==> config.mk <==
export PLATFORM = sky130hd
export DESIGN_NAME = gate_truth_table_engine
export DESIGN_NICKNAME = d
export VERILOG_FILES = /design/src/rtl/gtt_pkg.sv /design/src/rtl/nin_gate.sv /design/src/rtl/gate_truth_table_engine.sv
export SDC_FILE = /design/constraint.sdc
export NUM_CORES = 1
export LEC_CHECK = 0
export ABC_AREA = 1
export CORE_AREA = 2 2 39 41
export CTS_CLUSTER_SIZE = 10
export DETAILED_ROUTE_END_ITERATION = 8
export DIE_AREA = 0 0 41 43
export DONT_BUFFER_PORTS = 1
export PLACE_DENSITY = 0.72
export SETUP_SLACK_MARGIN = 0.2
export SYNTH_ARGS = -nofsm -noshare
export SYNTH_HDL_FRONTEND = slang
export SYNTH_SLANG_ARGS = --single-unit
==> constraint.sdc <==
create_clock -name clk -period 3.8 [get_ports clk]
set_input_delay 0.38 -clock clk [delete_from_list [all_inputs] [get_ports clk]]
set_output_delay 0.38 -clock clk [all_outputs]
set_load 0.03 [all_outputs]
==> src/rtl/gtt_pkg.sv <==
// Shared types for the gate truth-table engine: gate function encoding,
// sweep FSM states and a table-width helper.
package gtt_pkg;

    // Run-time gate function selected by the 3-bit mode input
    typedef enum logic [2:0] {
        GM_AND  = 3'b000,
        GM_OR   = 3'b001,
        GM_NAND = 3'b010,
        GM_NOR  = 3'b011,
        GM_XOR  = 3'b100,   // odd parity over all inputs
        GM_XNOR = 3'b101,
        GM_BUF  = 3'b110,   // passes in[0]
        GM_NOT  = 3'b111    // inverts in[0]
    } gate_mode_e;

    // Sequencer states
    typedef enum logic [1:0] {
        ST_IDLE  = 2'd0,
        ST_SWEEP = 2'd1,
        ST_DONE  = 2'd2
    } gtt_state_e;

    // Largest supported gate input count (table of 64 bits)
    localparam int unsigned N_IN_MAX = 6;

    // Number of truth-table entries for an n-input gate
    function automatic int unsigned table_width(input int unsigned n);
        return 32'd1 << n;
    endfunction

endpackage

==> src/rtl/nin_gate.sv <==
// nin_gate: purely combinational N-input gate with a run-time function select.
// Standalone so other gate benches can reuse it directly.
module nin_gate
    import gtt_pkg::*;
#(
    parameter int N_IN = 2
) (
    input  logic [N_IN-1:0] in_i,
    input  gate_mode_e      mode_i,
    output logic            y_o
);

    // Reduction over all inputs; BUF/NOT look only at the LSB input
    always_comb begin
        y_o = 1'b0;
        unique case (mode_i)
            GM_AND:  y_o =  (&in_i);
            GM_OR:   y_o =  (|in_i);
            GM_NAND: y_o = ~(&in_i);
            GM_NOR:  y_o = ~(|in_i);
            GM_XOR:  y_o =  (^in_i);
            GM_XNOR: y_o = ~(^in_i);
            GM_BUF:  y_o =  in_i[0];
            GM_NOT:  y_o = ~in_i[0];
            default: y_o = 1'b0;
        endcase
    end

endmodule

==> src/rtl/gate_truth_table_engine.sv <==
// gate_truth_table_engine: on start, sweeps every input vector of an N_IN-input
// gate through nin_gate under a latched mode and captures the truth table
// (bit i = f(vector i)).
// Optional feature macro GTT_CHECK_EN adds an expected-table input and a
// mismatch flag that is evaluated as the sweep completes.
module gate_truth_table_engine
    import gtt_pkg::*;
#(
    parameter  int N_IN = 2,
    localparam int TW   = 1 << N_IN
) (
    input  logic            clk,
    input  logic            rst,
    input  logic            start,
    input  logic [2:0]      mode,
    output logic            busy,
    output logic            done,
    output logic [N_IN-1:0] vec,
    output logic            y_live,
`ifdef GTT_CHECK_EN
    input  logic [TW-1:0]   exp_table,
    output logic            mismatch,
`endif
    output logic [TW-1:0]   table_out
);

    localparam logic [N_IN-1:0] VEC_LAST = {N_IN{1'b1}};
    localparam logic [N_IN-1:0] VEC_ONE  = N_IN'(1);

    gtt_state_e        state_q;
    gate_mode_e        mode_q;
    logic [N_IN-1:0]   vec_q;
    logic              busy_q;
    logic              done_q;
    logic [TW-1:0]     table_q;
    logic [TW-1:0]     table_d;
    logic              start_acc;
    logic              gate_y;

`ifdef GTT_CHECK_EN
    logic [TW-1:0]     exp_q;
    logic              mismatch_q;
`endif

    // A start is honoured only when not sweeping; reset overrides it
    assign start_acc = start && !rst && (state_q == ST_IDLE || state_q == ST_DONE);

    nin_gate #(
        .N_IN (N_IN)
    ) u_gate (
        .in_i   (vec_q),
        .mode_i (mode_q),
        .y_o    (gate_y)
    );

    // Table with the current vector's result inserted; the final value of this
    // on the last sweep cycle is what the checker compares against
    always_comb begin
        table_d         = table_q;
        table_d[vec_q]  = gate_y;
    end

    // Sequencer: IDLE/DONE wait for start, SWEEP walks vec 0..TW-1 once
    always_ff @(posedge clk) begin
        if (rst) begin
            state_q    <= ST_IDLE;
            mode_q     <= GM_AND;
            vec_q      <= '0;
            busy_q     <= 1'b0;
            done_q     <= 1'b0;
            table_q    <= '0;
`ifdef GTT_CHECK_EN
            mismatch_q <= 1'b0;
`endif
        end else begin
            unique case (state_q)
                ST_IDLE, ST_DONE: begin
                    if (start_acc) begin
                        state_q    <= ST_SWEEP;
                        mode_q     <= gate_mode_e'(mode);
                        vec_q      <= '0;
                        table_q    <= '0;
                        busy_q     <= 1'b1;
                        done_q     <= 1'b0;
`ifdef GTT_CHECK_EN
                        mismatch_q <= 1'b0;
`endif
                    end
                end
                ST_SWEEP: begin
                    table_q <= table_d;
                    if (vec_q == VEC_LAST) begin
                        state_q    <= ST_DONE;
                        vec_q      <= '0;
                        busy_q     <= 1'b0;
                        done_q     <= 1'b1;
`ifdef GTT_CHECK_EN
                        mismatch_q <= (table_d != exp_q);
`endif
                    end else begin
                        vec_q <= vec_q + VEC_ONE;
                    end
                end
                default: begin
                    state_q <= ST_IDLE;
                    busy_q  <= 1'b0;
                    done_q  <= 1'b0;
                end
            endcase
        end
    end

`ifdef GTT_CHECK_EN
    // Expected table is plain data: captured on accepted start, never reset
    always_ff @(posedge clk) begin
        if (start_acc) begin
            exp_q <= exp_table;
        end
    end

    assign mismatch = mismatch_q;
`endif

    assign busy      = busy_q;
    assign done      = done_q;
    assign vec       = vec_q;
    assign y_live    = gate_y;
    assign table_out = table_q;

endmodule
### After elaboration in Yosys (flattened, before gate mapping)

Cells that the tools add are included.

| cells by class | value |
|---|---|
| divide/modulo/power cells | 0 |
| magnitude comparators | 2 |
| reduce and logical (&&, ||, !) cells | 15 |
| shift operators | 0 |
| eq/ne operators | 12 |
| multiplexer cells | 18 |
| multiply operators | 0 |
| add/subtract/negate cells | 1 |
| bitwise operators | 4 |

Operators with widths:

| cell | number |
|---|---|
| $eq A3 B3 Y1 const B | 4 |
| $mux W2 | 4 |
| $pmux W1 S8 | 1 |
| $pmux W2 S2 | 2 |
| $pmux W4 S2 | 1 |
| $reduce_and A2 Y1 | 4 |
| $eq A3 B2 Y1 const B | 2 |
| $mux W1 | 5 |
| $bwmux W4 | 1 |
| $eq A2 B2 Y1 const B | 2 |
| $mux W4 | 1 |
| $ne A2 B2 Y1 const B | 2 |
| $not A1 Y1 | 4 |
| $pmux W1 S2 | 2 |
| $reduce_or A2 Y1 | 2 |
| $eq A3 B1 Y1 const B | 1 |
| $logic_and A1 B1 Y1 | 3 |
| $logic_not A3 Y1 | 1 |
| $lt A2 B3 Y1 const B | 1 |
| $add A2 B1 Y2 const B | 1 |
| $demux W1 S2 | 1 |
| $eq A2 B1 Y1 const B | 1 |
| $ge A2 B1 Y1 const B | 1 |
| $logic_not A2 Y1 | 1 |
| other kinds (4) | 4 |

| storage, ports and cells | value |
|---|---|
| memory bits (writable) | 0 |
| output and inout port bits | 9 |
| memories kept | 0 |
| input port bits | 6 |
| memory bits (read-only) | 0 |
| flip-flop bits (word level) | 13 |
| latch bits | 0 |
| logic and storage cells | 58 |

### Depth between registers and ports, before layout

Gate-level depths: netlist (run 1).

| depth | value |
|---|---|
| depth after elaboration | 6 |
| gate-level depth with buffers | 9 |
| mapped depth without buffers | 9 |

### Cells and area by module

Synthesis (run 1) repeated with hierarchy kept, for this count alone.

| unflattened totals | value |
|---|---|
| cell total of the unflattened synthesis | 98 |
| area total of the unflattened synthesis | 720.7 µm² |

Modules (own cells, without submodules):

| module | times used | cells an instance | area each (µm²) |
|---|---|---|---|
| gate_truth_table_engine | 1 | 72 | 598.1 |
| nin_gate | 1 | 26 | 122.6 |

### Least setup slack after synthesis (run 1)

No wires, ideal clock.

| timing path | value |
|---|---|
| path kind | register to output |
| start | register vec_q[0] (netlist: vec[0]) |
| end | output port y_live |
| path slack | 1.841 ns |
| data arrival time | 1.579 ns |
| required time | 3.420 ns |
| stages on the path, launching flop included | 8 |
| cells stage by stage | dfxtp_1 -> inv_1 -> ha_1 -> inv_1 -> nand2_1 -> nand3_1 -> nand3_1 -> nand2_1 |

| between the ends | value |
|---|---|
| word-level cells in the longest chain between the ends | 3 |

Ends and longest elaborated chain:

| what | line | source |
|---|---|---|
| start: declaration | gate_truth_table_engine.sv:32 | `logic [N_IN-1:0] vec_q;` |
| start signal: assignment | gate_truth_table_engine.sv:101 | `vec_q <= vec_q + VEC_ONE;` |
| $reduce_xor A2 Y1 (tied with other cells) | nin_gate.sv:21, nin_gate.sv:22 |  |
| $not A1 Y1, on equally long branches | nin_gate.sv:22, nin_gate.sv:19, nin_gate.sv:20 |  |
| $pmux W1 S8 (*) | nin_gate.sv:16 | `unique case (mode_i)` |
| end: declaration | gate_truth_table_engine.sv:19 | `output logic y_live,` |

Every way passes the cells marked *; elsewhere a longest branch is shown, timed or not.

### Final worst setup path (run 1)

Same ends and word-level chain as after synthesis.

==> results of run 1 <==
[cells by family (layout without fill, tap and decap cells)]
logic type | after synthesis | count (layout) | share of synthesized area [%]
compound gates | 16 | 16 | 14.0
buf+inv | 19 | 22 | 12.1
simple gates | 42 | 42 | 29.4
flops | 12 | 12 | 36.9
fa+ha+maj | 4 | 4 | 7.68
[registers in the layout, indices dropped and copies added, names as in the netlist]
name	flops
table_out	4
mode_q	3
state_q	2
vec	2
busy	1
[worst paths after layout]
path | startpoint | endpoint | slack, ps | cells past startpoint
hold reg to reg | mode_q[2] | mode_q[2] | 490 | 2
hold / removal | rst | vec[1] | 160 | 1
setup / recovery | vec[0] | y_live | 1400 | 7
setup reg to reg | vec[0] | table_out[2] | 2070 | 9
[metrics by stage]
stage                     cell area (sq um)  hold WS [ps]  util, %  total power, uW
after floorplan                         652           444        -              207
after global placement                  661           453     47.7              215
after detailed placement                661           455     47.7              216
after CTS                               697           156     50.4              321
after global routing                    697           150     50.4              336
final                                   697           164     50.4              318
[cell type report]
cell class                 count  area share [%]
clock buffer                   4            5.21
inverter                      18            9.69
multi-input combinational     62            47.8
sequential                    12            34.5
tap                           16            2.87
[report_power, final]
group / leakage, uW / switching, uW / internal, uW
logic: 0.000215 / 39.2 / 19.8
clock network: 0.0000210 / 46.0 / 58.3
registers: 0.0000983 / 19.5 / 135
[worst register-to-register path, cell delays in order (launching register included)]
cell,delay (ps)
dfxtp_1,600
inv_1,170
ha_1,340
inv_1,80
nand2_1,50
nand3_1,60
nand3_1,150
nand3_1,140
nand2_1,50
inv_1,40
[cells in the mapped netlist]
master / instances
a21boi_0: 3
a21oi_1: 7
buf_6: 1
dfxtp_1: 12
ha_1: 4
inv_1: 17
inv_2: 1
nand2_1: 25
nand2_2: 2
nand3_1: 12
nand3_4: 1
nor2_1: 2
o21ai_0: 4
o22ai_1: 1
o31ai_1: 1
[layer usage]
metal | GRT usage (%) | vias to the layer above
li1 | - | 304
met3 | 3.66 | 5
met4 | 14.0 | 0
met1 | 23.5 | 234
met2 | 23.1 | 16
met5 | 0 | -
==> results.md, run 1 <==
* Slowest CP cell: dfxtp_1
* CTS Buf Count at 3
* Die width at 41 microns
* Period minus WS final at 2400 ps
* Gr ovfl total at 0
* Largest stage delay, worst path at 600 ps
* Commonest non-fill, non-tap cell in the layout: nand2_1
* Antenna Cells at 0
* WL per Instance at 11.1 microns
* Via density per instance at 4.99
* Ports at 15
* Max-slew violations at 0
* First-pass GRT wire length at 2.04 mm
* Crit path DAT at 2020 ps
* DIE AREA at 1760 sq um
* Placement Setup Slack at 1720 ps
* Actual slew at the worst max-slew pin at 443 ps
* Initial Utilization at 47.1%
* I/O Buffers at 0
* Synth warn at 0
* Initial antenna violation count at 0
* Mapped Nets at 103
* Final setup fails at 0
* Met2 Wirelength at 542 microns
* Die Height at 43 microns
* Final period util at 63.3%
* Avg Inst Size Synth at 7.01 sq um
* Crit. End Element: primary output
* Overall Global Routing Usage at 17.6%
* Setup TNS at 0 ps
* Max clock buf depth at 2
* # DRC at 0
* Top sig layer: met4
* Layout Nets at 107
* Synthesized area at 652 sq um
* CTS tree: yes
* Leakage Power at 0.000335 uW
* Met1 WL at 600 microns
* Worst-path clk slew at 80 ps
* Type of origin of the critical path: flip-flop
* Routed met3 length at 54 microns
* 1st-pass router iterations at 4
* Routed WL at 1.24 mm
* Non-Filler Instances at 112
* H-tree levels at 1
* Power per cell area at 456 nW/um^2
* Area leader, netlist: dfxtp_1
* Vias in the first global route at 478
* WS Path Type: flip-flop to primary output
* DR vias at 559
* RSZ-0062 raised after global routing: false
* Drt initial violations at 21
* Largest net degree at the start of global routing at 15
* Gate Count Post-Synth at 93
* Post-route ant nets at 0
* Postcts setup bufs at 0
* Max Fclk at 0.416 GHz
* Required @ worst endpoint at 3420 ps
* Layout cell share with drive strength beyond 1 at 8.33%
* Crit-path cells: inv_1 > ha_1 > inv_1 > nand2_1 > nand3_1 > nand3_1 > nand2_1
* Row count at 14
* Status: finished, final reports clean
* CP max FO at 6
* Max-cap check violation count at 0
* CP delay by family, top: flip-flops
* #FFs+latches synth at 12
* Max-slew headroom at 70.4%
* Post-DP HPWL at 922 microns
* Hold Path Class: input pin to flip-flop
* Netlist cell types at 15
* Total core area at 1380 sq um
* Multi-input gate area at 333 sq um
* Synth area leaders: dfxtp_1, nand2_1, inv_1
* Clock latency on the worst-skew pair at 280 ps
* VDD IR max at 0.215 mV
* Most frequent cells in the layout: nand2_1, inv_1, nand3_1, dfxtp_1, a21oi_1
* Clock root buffer: clkbuf_4
* Gpl congestion at 0.886
* Post-placement cell count at 108
* Final hold viol count at 0
* Post-synth top area share at 36.9%
* Register Area at 240 sq um
* Clock Sinks at 12
* Post-CTS Hold Buffers at 0
* Clock Skew at 0.964 ps
* Resized cells post-CTS at 0
* Final worst slack at 1400 ps
* Register area share after synthesis at 36.9%
* Fillers at 136
* Area Growth Syn to Fin at 6.91%
* Worst Path Buf+Inv at 2
Note: power is estimated with default switching activity, not from simulation.
==> run 2, diff against run 1 <==
==> constraint.sdc (replaced) <==
create_clock -name clk -period 2.3 [get_ports clk]
set_input_delay 0.23 -clock clk [delete_from_list [all_inputs] [get_ports clk]]
set_output_delay 0.23 -clock clk [all_outputs]
set_load 0.03 [all_outputs]
==> results.md, run 2 (synthesis gave the netlist of run 1 again) <==
* Max Fclk at 0.504 GHz
* RSZ-0062 raised after global routing: false
* H-tree levels at 1 (unchanged)
* Type of origin of the critical path: flip-flop
* CTS Buf Count at 3 (unchanged)
* Clock Skew at 4.70 ps (+3.74 ps)
* Flop pwr share at 46.6% (-2.1 points)
* Die Height at 43 microns (unchanged)
* Post-CTS Hold Buffers at 0 (unchanged)
* Final period util at 86.3%
* Met2 Wirelength at 645 microns (+19%)
* Clock Sinks at 12 (unchanged)
* Routed WL at 1.35 mm (+8.7%)
* WL per Instance at 11.8 microns (+6.8%)
* Max-cap check violation count at 0 (unchanged)
* Layout cell share with drive strength beyond 1 at 10.2% (+1.9 points)
* Int Power at 356 uW (+67%)
* Vias in the first global route at 530 (+11%)
* CTS tree: yes
* Routed met3 length at 62 microns (+15%)
* Status: finished, final reports clean
* Gr ovfl total at 0 (unchanged)
* Final setup fails at 0 (unchanged)
* Leakage Power at 0.000345 uW (+3.2%)
* VDD IR max at 0.403 mV (+88%)
* Post-DP HPWL at 987 microns (+7.1%)
* Antenna Cells at 0 (unchanged)
* DIE AREA at 1760 sq um (unchanged)
* Row count at 14 (unchanged)
* Max clock buf depth at 2 (unchanged)
* Clock power frac at 32.4% (-0.4 points)
* Die width at 41 microns (unchanged)
* Required @ worst endpoint at 2070 ps (-1350 ps)
* Combinational power share at 21.0% (+2.5 points)
* Actual slew at the worst max-slew pin at 330 ps (-112 ps)
* Total core area at 1380 sq um (unchanged)
* Max-slew headroom at 77.9% (+7.5 points)
* Clock root buffer: clkbuf_4
* Most frequent cells in the layout: nand2_1, inv_1, nand3_1, dfxtp_1, a21oi_1
* Max reg flops at 4 (unchanged)
* Post-route ant nets at 0 (unchanged)
* Resized cells post-CTS at 0 (unchanged)
* DR vias at 590 (+5.5%)
* Clock latency on the worst-skew pair at 280 ps (about the same)
* WS Path Type: flip-flop to primary output
* Setup TNS at 0 ps (unchanged)
* Sw Pwr at 177 uW (+69%)
* Met1 WL at 613 microns (+2.2%)
* Ports at 15 (unchanged)
* Number of cells on the worst reg-to-reg path at 8 (-1)
* CP max FO at 5 (-1)
* 1st-pass router iterations at 4 (unchanged)
* Drt initial violations at 18 (-14%)
* Final hold viol count at 0 (unchanged)
* # DRC at 0 (unchanged)
* Crit path DAT at 1750 ps (-270 ps)
* Overall Global Routing Usage at 18.4% (+0.84 points)
* Top sig layer: met4
* Placed cell area at 676 sq um (+2.3%)
* Commonest non-fill, non-tap cell in the layout: nand2_1
* Sw Share at 33.1% (+0.20 points)
* Hold path depth at 1 (unchanged)
* I/O Buffers at 0 (unchanged)
* Worst-path clk slew at 80 ps (about the same)
* Postcts setup bufs at 0 (unchanged)
* Initial antenna violation count at 0 (unchanged)
* Period minus WS final at 1980 ps
* Largest net degree at the start of global routing at 15 (unchanged)
* Power per cell area at 749 nW/um^2 (+64%)
* Area Growth Syn to Fin at 9.21%
* First-pass GRT wire length at 2.18 mm (+6.8%)
* Crit. End Element: primary output
* Gpl congestion at 0.913 (+2.9%)
* Hold Path Class: input pin to flip-flop
* Via density per instance at 5.18 (+3.7%)
* Max-slew violations at 0 (unchanged)
* Layout Nets at 109 (+1.9%)
* Post-route cell area at 712 sq um (+2.2%)
* Initial Utilization at 47.1% (unchanged)
run 2: area by class of cell:
cell class	count	area [sq um]
multi-input cells	62	333
fillers	147	672
well taps	16	20.0
flip-flops and latches	12	240
clock buffers	4	36.3
repair buffers	2	15.0
inverters	18	67.6
run 2: power groups by stage:
stage / Clock [uW] / Combinational [uW] / Sequential [uW]
floorplan: 0 / 84.0 / 258
global placement: 0 / 108 / 252
detailed placement: 0 / 110 / 253
CTS: 177 / 111 / 248
global route: 183 / 127 / 251
finish: 173 / 112 / 248
run 2: worst max-delay path, cell delays in order, from the launching register on:
cell and delay (ps):
dfxtp_1 410, inv_1 110, ha_1 320, inv_1 70, nand2_1 60, nand3_1 70, nand3_1 150, nand2_1 290
run 2: worst paths after layout:
path / from / endpoint / slack [ps]
max: vec[0] / y_live / 320
min: rst / vec[1] / 10
max reg2reg: vec[0] / table_out[2] / 830
min reg2reg: mode_q[2] / mode_q[2] / 510
run 2: metal layers:
metal / vias up / global-route usage [%]
li1: 307 / -
met1: 260 / 23.4
met2: 20 / 27.5
met3: 3 / 3.14
met4: 0 / 11.3
met5: - / 0
run 2: metrics by stage:
step	worst slack [ps]	util [%]	power (uW)	hold WS, ps	cells
final	315	51.4	533	10.9	114
after global routing	211	51.4	560	9.94	114
after CTS	329	51.4	537	7.97	114
after detailed placement	646	48.8	364	307	110
after global placement	694	48.8	361	304	110
after floorplan	491	-	342	301	93
